<file path="src/rtl/instr_pipeline_if.sv">
// Bus bundle between the memory/control side and instr_pipeline.
// The slave modport is the pipeline's view of the bus.
interface instr_pipeline_if #(
   parameter int DATA_WIDTH = 8,
   parameter int ADDR_WIDTH = 16,
   parameter int STAGES     = 2
);
   logic [DATA_WIDTH-1:0]        MEM_DATA;
   logic                         STALL;
   logic                         CANCEL;
   logic                         BRANCH_LOAD;
   logic [ADDR_WIDTH-1:0]        BRANCH_ADDR;
   logic [ADDR_WIDTH-1:0]        PC;
   logic [STAGES*DATA_WIDTH-1:0] STAGE_INSTR;
   logic [STAGES-1:0]            STAGE_VALID;
   logic                         HALT;
   logic [15:0]                  RETIRED_COUNT;

   modport master (
      output MEM_DATA, STALL, CANCEL, BRANCH_LOAD, BRANCH_ADDR,
      input  PC, STAGE_INSTR, STAGE_VALID, HALT, RETIRED_COUNT
   );

   modport slave (
      input  MEM_DATA, STALL, CANCEL, BRANCH_LOAD, BRANCH_ADDR,
      output PC, STAGE_INSTR, STAGE_VALID, HALT, RETIRED_COUNT
   );
endinterface

</file>
<file path="src/rtl/instr_pipeline.sv">
// STAGES-deep instruction fetch/dispatch pipeline with stall, flush, branch and halt.
// Define PIPELINE_PERF_COUNTER_EN to implement RETIRED_COUNT; otherwise it reads 0.
module instr_pipeline #(
   parameter int          DATA_WIDTH  = 8,
   parameter int          ADDR_WIDTH  = 16,
   parameter int          STAGES      = 2,
   parameter int unsigned RESET_PC    = 0,
   parameter int unsigned HALT_OPCODE = 8'hFF
) (
   input logic             CLK,
   input logic             RST,
   instr_pipeline_if.slave bus
);
   localparam logic [DATA_WIDTH-1:0] HALT_OP = DATA_WIDTH'(HALT_OPCODE);
   localparam logic [ADDR_WIDTH-1:0] PC_INIT = ADDR_WIDTH'(RESET_PC);
   localparam logic [ADDR_WIDTH-1:0] PC_ONE  = ADDR_WIDTH'(1);

   logic [DATA_WIDTH-1:0]        instr_q [STAGES];
   logic [STAGES-1:0]            valid_q;
   logic [ADDR_WIDTH-1:0]        pc_q;
   logic                         halt_q;
   logic [ADDR_WIDTH-1:0]        pc_next;
   logic                         halt_hit;
   logic                         flush;
   logic                         advance;
   logic [STAGES*DATA_WIDTH-1:0] stage_flat;

   // Halting edge outranks CANCEL/STALL; it only sets HALT (and retires).
   always_comb begin
      halt_hit = !halt_q && valid_q[STAGES-1] && (instr_q[STAGES-1] == HALT_OP);
      flush    = !halt_q && !halt_hit && bus.CANCEL;
      advance  = !halt_q && !halt_hit && !bus.CANCEL && !bus.STALL;
      pc_next  = bus.BRANCH_LOAD ? bus.BRANCH_ADDR : pc_q + PC_ONE;
   end

   always_ff @(posedge CLK or posedge RST) begin
      if (RST) begin
         pc_q    <= PC_INIT;
         valid_q <= '0;
         halt_q  <= 1'b0;
         for (int unsigned i = 0; i < STAGES; i++) instr_q[i] <= '0;
      end else begin
         if (halt_hit) halt_q <= 1'b1;
         if (flush) begin
            valid_q <= '0;
            for (int unsigned i = 0; i < STAGES; i++) instr_q[i] <= '0;
            pc_q <= pc_next;
         end else if (advance) begin
            instr_q[0] <= bus.MEM_DATA;
            for (int unsigned i = 1; i < STAGES; i++) instr_q[i] <= instr_q[i-1];
            valid_q <= {valid_q[STAGES-2:0], 1'b1};
            pc_q    <= pc_next;
         end
      end
   end

   always_comb begin
      stage_flat = '0;
      for (int unsigned i = 0; i < STAGES; i++)
         stage_flat[i*DATA_WIDTH +: DATA_WIDTH] = instr_q[i];
   end

   assign bus.PC          = pc_q;
   assign bus.STAGE_INSTR = stage_flat;
   assign bus.STAGE_VALID = valid_q;
   assign bus.HALT        = halt_q;

`ifdef PIPELINE_PERF_COUNTER_EN
   logic        retire;
   logic [15:0] retired_q;

   assign retire = valid_q[STAGES-1] && (halt_hit || flush || advance);

   always_ff @(posedge CLK or posedge RST) begin
      if (RST)         retired_q <= '0;
      else if (retire) retired_q <= retired_q + 16'd1;
   end

   assign bus.RETIRED_COUNT = retired_q;
`else
   assign bus.RETIRED_COUNT = '0;
`endif
endmodule

</file>
<file path="src/flat_wrapper.sv">
// flat-port wrapper written by rule: the top's interface ports become plain ports
module instr_pipeline_flat 
#(
   parameter int          DATA_WIDTH  = 8,
   parameter int          ADDR_WIDTH  = 16,
   parameter int          STAGES      = 2,
   parameter int unsigned RESET_PC    = 0,
   parameter int unsigned HALT_OPCODE = 8'hFF
)
  (CLK, RST, bus_MEM_DATA, bus_STALL, bus_CANCEL, bus_BRANCH_LOAD, bus_BRANCH_ADDR, bus_PC, bus_STAGE_INSTR, bus_STAGE_VALID, bus_HALT, bus_RETIRED_COUNT);
  instr_pipeline_if #(.DATA_WIDTH(DATA_WIDTH), .ADDR_WIDTH(ADDR_WIDTH), .STAGES(STAGES)) bus_i ();
  input logic CLK;
  input logic RST;
  input wire logic [$bits(bus_i.MEM_DATA)-1:0] bus_MEM_DATA;
  input wire logic [$bits(bus_i.STALL)-1:0] bus_STALL;
  input wire logic [$bits(bus_i.CANCEL)-1:0] bus_CANCEL;
  input wire logic [$bits(bus_i.BRANCH_LOAD)-1:0] bus_BRANCH_LOAD;
  input wire logic [$bits(bus_i.BRANCH_ADDR)-1:0] bus_BRANCH_ADDR;
  output wire logic [$bits(bus_i.PC)-1:0] bus_PC;
  output wire logic [$bits(bus_i.STAGE_INSTR)-1:0] bus_STAGE_INSTR;
  output wire logic [$bits(bus_i.STAGE_VALID)-1:0] bus_STAGE_VALID;
  output wire logic [$bits(bus_i.HALT)-1:0] bus_HALT;
  output wire logic [$bits(bus_i.RETIRED_COUNT)-1:0] bus_RETIRED_COUNT;
  assign bus_i.MEM_DATA = bus_MEM_DATA;
  assign bus_i.STALL = bus_STALL;
  assign bus_i.CANCEL = bus_CANCEL;
  assign bus_i.BRANCH_LOAD = bus_BRANCH_LOAD;
  assign bus_i.BRANCH_ADDR = bus_BRANCH_ADDR;
  assign bus_PC = bus_i.PC;
  assign bus_STAGE_INSTR = bus_i.STAGE_INSTR;
  assign bus_STAGE_VALID = bus_i.STAGE_VALID;
  assign bus_HALT = bus_i.HALT;
  assign bus_RETIRED_COUNT = bus_i.RETIRED_COUNT;
  instr_pipeline #(.DATA_WIDTH(DATA_WIDTH), .ADDR_WIDTH(ADDR_WIDTH), .STAGES(STAGES), .RESET_PC(RESET_PC), .HALT_OPCODE(HALT_OPCODE)) u_core (.CLK(CLK), .RST(RST), .bus(bus_i));
endmodule
</file>
<file path="config.mk">
export PLATFORM = sky130hd
export DESIGN_NAME = instr_pipeline_flat
export DESIGN_NICKNAME = d
export VERILOG_FILES = /design/src/rtl/instr_pipeline_if.sv /design/src/rtl/instr_pipeline.sv /design/src/flat_wrapper.sv
export SDC_FILE = /design/constraint.sdc
export NUM_CORES = 1
export LEC_CHECK = 0
export ABC_AREA = 1
export BUFFER_PORTS_ARGS = -buffer_cell sky130_fd_sc_hd__buf_2
export CORE_MARGIN = 3
export CORE_UTILIZATION = 53
export DETAILED_ROUTE_END_ITERATION = 6
export MAX_ROUTING_LAYER = met4
export PLACE_DENSITY = 0.88
export SETUP_SLACK_MARGIN = 0.2
export SLEW_MARGIN = 40
export SYNTH_ARGS = -nofsm -noshare
export SYNTH_HDL_FRONTEND = slang
export SYNTH_SLANG_ARGS = --single-unit
export TNS_END_PERCENT = 20
</file>
<file path="constraint.sdc">
create_clock -name CLK -period 2.71 [get_ports CLK]
set_input_delay 0.542 -clock CLK [delete_from_list [all_inputs] [get_ports CLK]]
set_output_delay 0.542 -clock CLK [all_outputs]
set_load 0.1 [all_outputs]
</file>
==> metrics.cfg <==
[floorplanning]
design.core.area_mm2=0.00377
design.die.area_mm2=0.00484
die_w_um=69.6
die_h_um=69.6
start_util_pct=56.8
placement_rows=22
top_level_ports=80

[place]
globalplace.congestion=0.884
portbufs=63
hpwlAfterDp_um=3510

[power_and_ir_drop]
cellLeakagePower_nw=1.39
vdd_ir_drop_max_uv=528
power_per_cell_area_mw_per_mm2=711

[synth]
synth_fa_ha_area_share_pct=0.584
fraction_of_the_mapped_netlist_area_in_simple_logic_gates_pct=33.4
post_synth_inst_count=286
synth_warnings=0
netlist.top_cell.by_area=sky130_fd_sc_hd__dfrtp_1
synth_top_family_by_area=simple AND/OR/NAND/NOR gates
synth_edf_count=0
avg_synthesized_cell_area_um2=7.49
synth-compound-area-share_pct=9.75
synthesis.area_mm2=0.00214
synthArstFlopShare_pct=100
synth_cell_types=26
yosys.area_share.xor_xnor_pct=1.23
synthTopCellsByCount=sky130_fd_sc_hd__nand2_1, sky130_fd_sc_hd__dfrtp_1, sky130_fd_sc_hd__inv_1, sky130_fd_sc_hd__nand3_1, sky130_fd_sc_hd__nor2_1
synth.yosys.seq_area_share_pct=40.9
muxShareOfSynthArea_pct=0
synth.top_cells.by_area=sky130_fd_sc_hd__dfrtp_1, sky130_fd_sc_hd__nand2_1, sky130_fd_sc_hd__buf_4, sky130_fd_sc_hd__nand3_1, sky130_fd_sc_hd__inv_1
synth_top_cell_area_share_pct=40.9
synth.ff_latch_count=35
yosysMostFrequentCell=sky130_fd_sc_hd__nand2_1
synthFlopType=sky130_fd_sc_hd__dfrtp_1

[global_route]
grt_pass1_vias=1860
track_usage_pct=21.2
grt_antenna_before_repair=0
grt_start_max_net_pins=36
globalRouteOverflowTotal=0
grt_first_pass_wirelength_um=8290

[detailed_routing]
wl_per_cell_um=11.9
drt_iter0_drc=153
via_count=1989
detail_route.drc_violations=0
drtAntennaViolNets=0
route.final.wire_length_um=4730
detailedRoute.firstPassIterationCount=4
avgViaCountPerCell=4.98

[hold_path]
hold_path.class=in2async

[run]
max-cap-violations=0

[setup_path]
critPathTopFamily=flip-flops
worst_setup_path_end_kind=primary output
cp_data_arrival_time_ns=1.26
critical_path_maximum_fanout=7
timing.setup.critical_path_class=reg2out
timing.critical_path.from_type=flip-flop
cp_data_required_time_ns=2.17
timing.critical_path.cells=buf_2
critPathMaxStageDelay_ns=0.49
path_buf_inv=1
slowest_cell_on_the_critical_path=sky130_fd_sc_hd__dfrtp_1

[timing]
final_hold_viol_count=0
fin_crit_ns=1.81
final.setup_skew_ns=0.00933
measured_slew_at_the_worst_slew_check_pin_ns=0.731
maxClockFrequency_mhz=554
rsz0062_at_grt=no
final.setup.tns_ns=0
timing.final.max_slew_violations=0
period_share_pct=66.7
setup_viol=0
relSlewSlack_pct=51.2

[cts]
clock_tree_buffer_depth=2
master_cell_of_the_clock_root_buffer=sky130_fd_sc_hd__clkbuf_8
htree_num_levels=2
clkSlewWorstSetupHoldPaths_ns=0.08
cts_made_buffers=5
cts_setup_buffers=0
clock_insertion_delay_worst_skew_ns=0.29
ctsHoldBuffers=0
number_of_resized_instances_in_the_post_cts_repair_step=0
tritoncts_clock_tree=yes
clock-sinks=35

[final_layout]
num_antenna_cells=0
area_delta_synth_final_pct=18.2
fillers=313
finalNetCount=380
utilization_pct=67.2
final_layout_size_suffix_gt1_share_pct=30.8

[run_status]
status=complete, no violations

layout make-up:
cell class                      instances  area [µm²]  share of cell area [%]
Multi-Input combinational cell        209        1020                    40.4
Sequential cell                        35         876                    34.6
Timing Repair Buffer                   64         323                    12.7
Inverter                               35         136                    5.38
Clock buffer                            5        68.8                    2.72
Tap cell                               48        60.1                    2.37
Clock inverter                          3        46.3                    1.83
where the power goes:
part	internal [mW]	switching (mW)	total (mW)
Clock	0.277	0.207	0.484
Combinational	0.109	0.579	0.688
Sequential	0.566	0.0625	0.629
Total	0.953	0.848	1.80
path summary, 6_finish.rpt:
path / start / cells past startpoint / end / slack [ns]
max: u_core.bus.PC[7] / 1 / bus_PC[7] / 0.90
min reg2reg: u_core.bus.STAGE_INSTR[12] / 2 / u_core.bus.STAGE_INSTR[12] / 0.52
max in group asynchronous: RST / 3 / u_core.bus.PC[12] / 2.06
min in group CLK: bus_MEM_DATA[4] / 3 / u_core.bus.STAGE_INSTR[4] / 0.49
min: RST / 3 / u_core.bus.STAGE_INSTR[15] / 0.33
max reg2reg: u_core.bus.STAGE_INSTR[13] / 6 / u_core.bus.STAGE_VALID[0] / 1.17
placed cells by master (no fill, tap or decap):
| cell type | instances |
|---|---|
| sky130_fd_sc_hd__buf_4 | 1 |
| sky130_fd_sc_hd__nand2_1 | 82 |
| sky130_fd_sc_hd__nand3b_4 | 1 |
| sky130_fd_sc_hd__clkinvlp_4 | 1 |
| sky130_fd_sc_hd__o21ai_2 | 13 |
| sky130_fd_sc_hd__o21ai_0 | 11 |
| sky130_fd_sc_hd__nor2_4 | 2 |
| sky130_fd_sc_hd__inv_6 | 1 |
| sky130_fd_sc_hd__nor2_1 | 25 |
| sky130_fd_sc_hd__ha_1 | 1 |
| sky130_fd_sc_hd__clkbuf_8 | 5 |
| sky130_fd_sc_hd__bufinv_16 | 1 |
| sky130_fd_sc_hd__o21ai_1 | 6 |
| sky130_fd_sc_hd__xor2_1 | 2 |
| sky130_fd_sc_hd__buf_2 | 63 |
| sky130_fd_sc_hd__nand3_1 | 28 |
| sky130_fd_sc_hd__inv_4 | 2 |
| sky130_fd_sc_hd__or2_2 | 4 |
| sky130_fd_sc_hd__nand2_4 | 1 |
| sky130_fd_sc_hd__conb_1 | 16 |
| sky130_fd_sc_hd__a21oi_1 | 2 |
| sky130_fd_sc_hd__inv_1 | 32 |
| sky130_fd_sc_hd__nand3_2 | 2 |
| sky130_fd_sc_hd__inv_2 | 1 |
| sky130_fd_sc_hd__nand2_2 | 6 |
| sky130_fd_sc_hd__nor2_2 | 4 |
| sky130_fd_sc_hd__nand4_1 | 2 |
| sky130_fd_sc_hd__xnor2_1 | 1 |
| sky130_fd_sc_hd__dfrtp_1 | 35 |
registers in the layout, summed over array words and instances (netlist names):
register	cells
u_core.bus.PC	16
u_core.bus.STAGE_INSTR	16
u_core.bus.HALT	1
u_core.bus.STAGE_VALID	2
metal layers:
layer  track usage (%)  vias up  part of all wire (%)
met2              35.1       63                    49
met1              26.1      928                    44
met3              4.93        6                   6.3
li1                  -      992                     -
met4              5.86        0                   1.3
met5                 -        -                     0
cells by family (layout without fill, tap and decap cells):
kind of cell | count (synthesis) | in the layout
DFF | 35 | 35
adders and majority gates | 1 | 1
and+or+nand+nor | 157 | 157
other | 1 | 16
AOI/OAI and AO/OA | 32 | 32
buffers and inverters | 57 | 107
xor gates and xnor gates | 3 | 3
per-stage QoR:
stage | instances | cell area [µm²] | setup slack, ns | hold WS (ns) | total power, mW
3_5_place_dp | 391 | 2420 | 0.940 | 0.506 | 1.33
6_report | 399 | 2530 | 0.903 | 0.328 | 1.80
5_1_grt | 399 | 2530 | 0.868 | 0.359 | 1.88
3_3_place_gp | 391 | 2420 | 0.985 | 0.501 | 1.32
4_1_cts | 399 | 2530 | 0.908 | 0.341 | 1.81
2_1_floorplan | 301 | 2200 | 0.685 | 0.689 | 1.23
No activity file was read; power rests on OpenSTA's default activity.
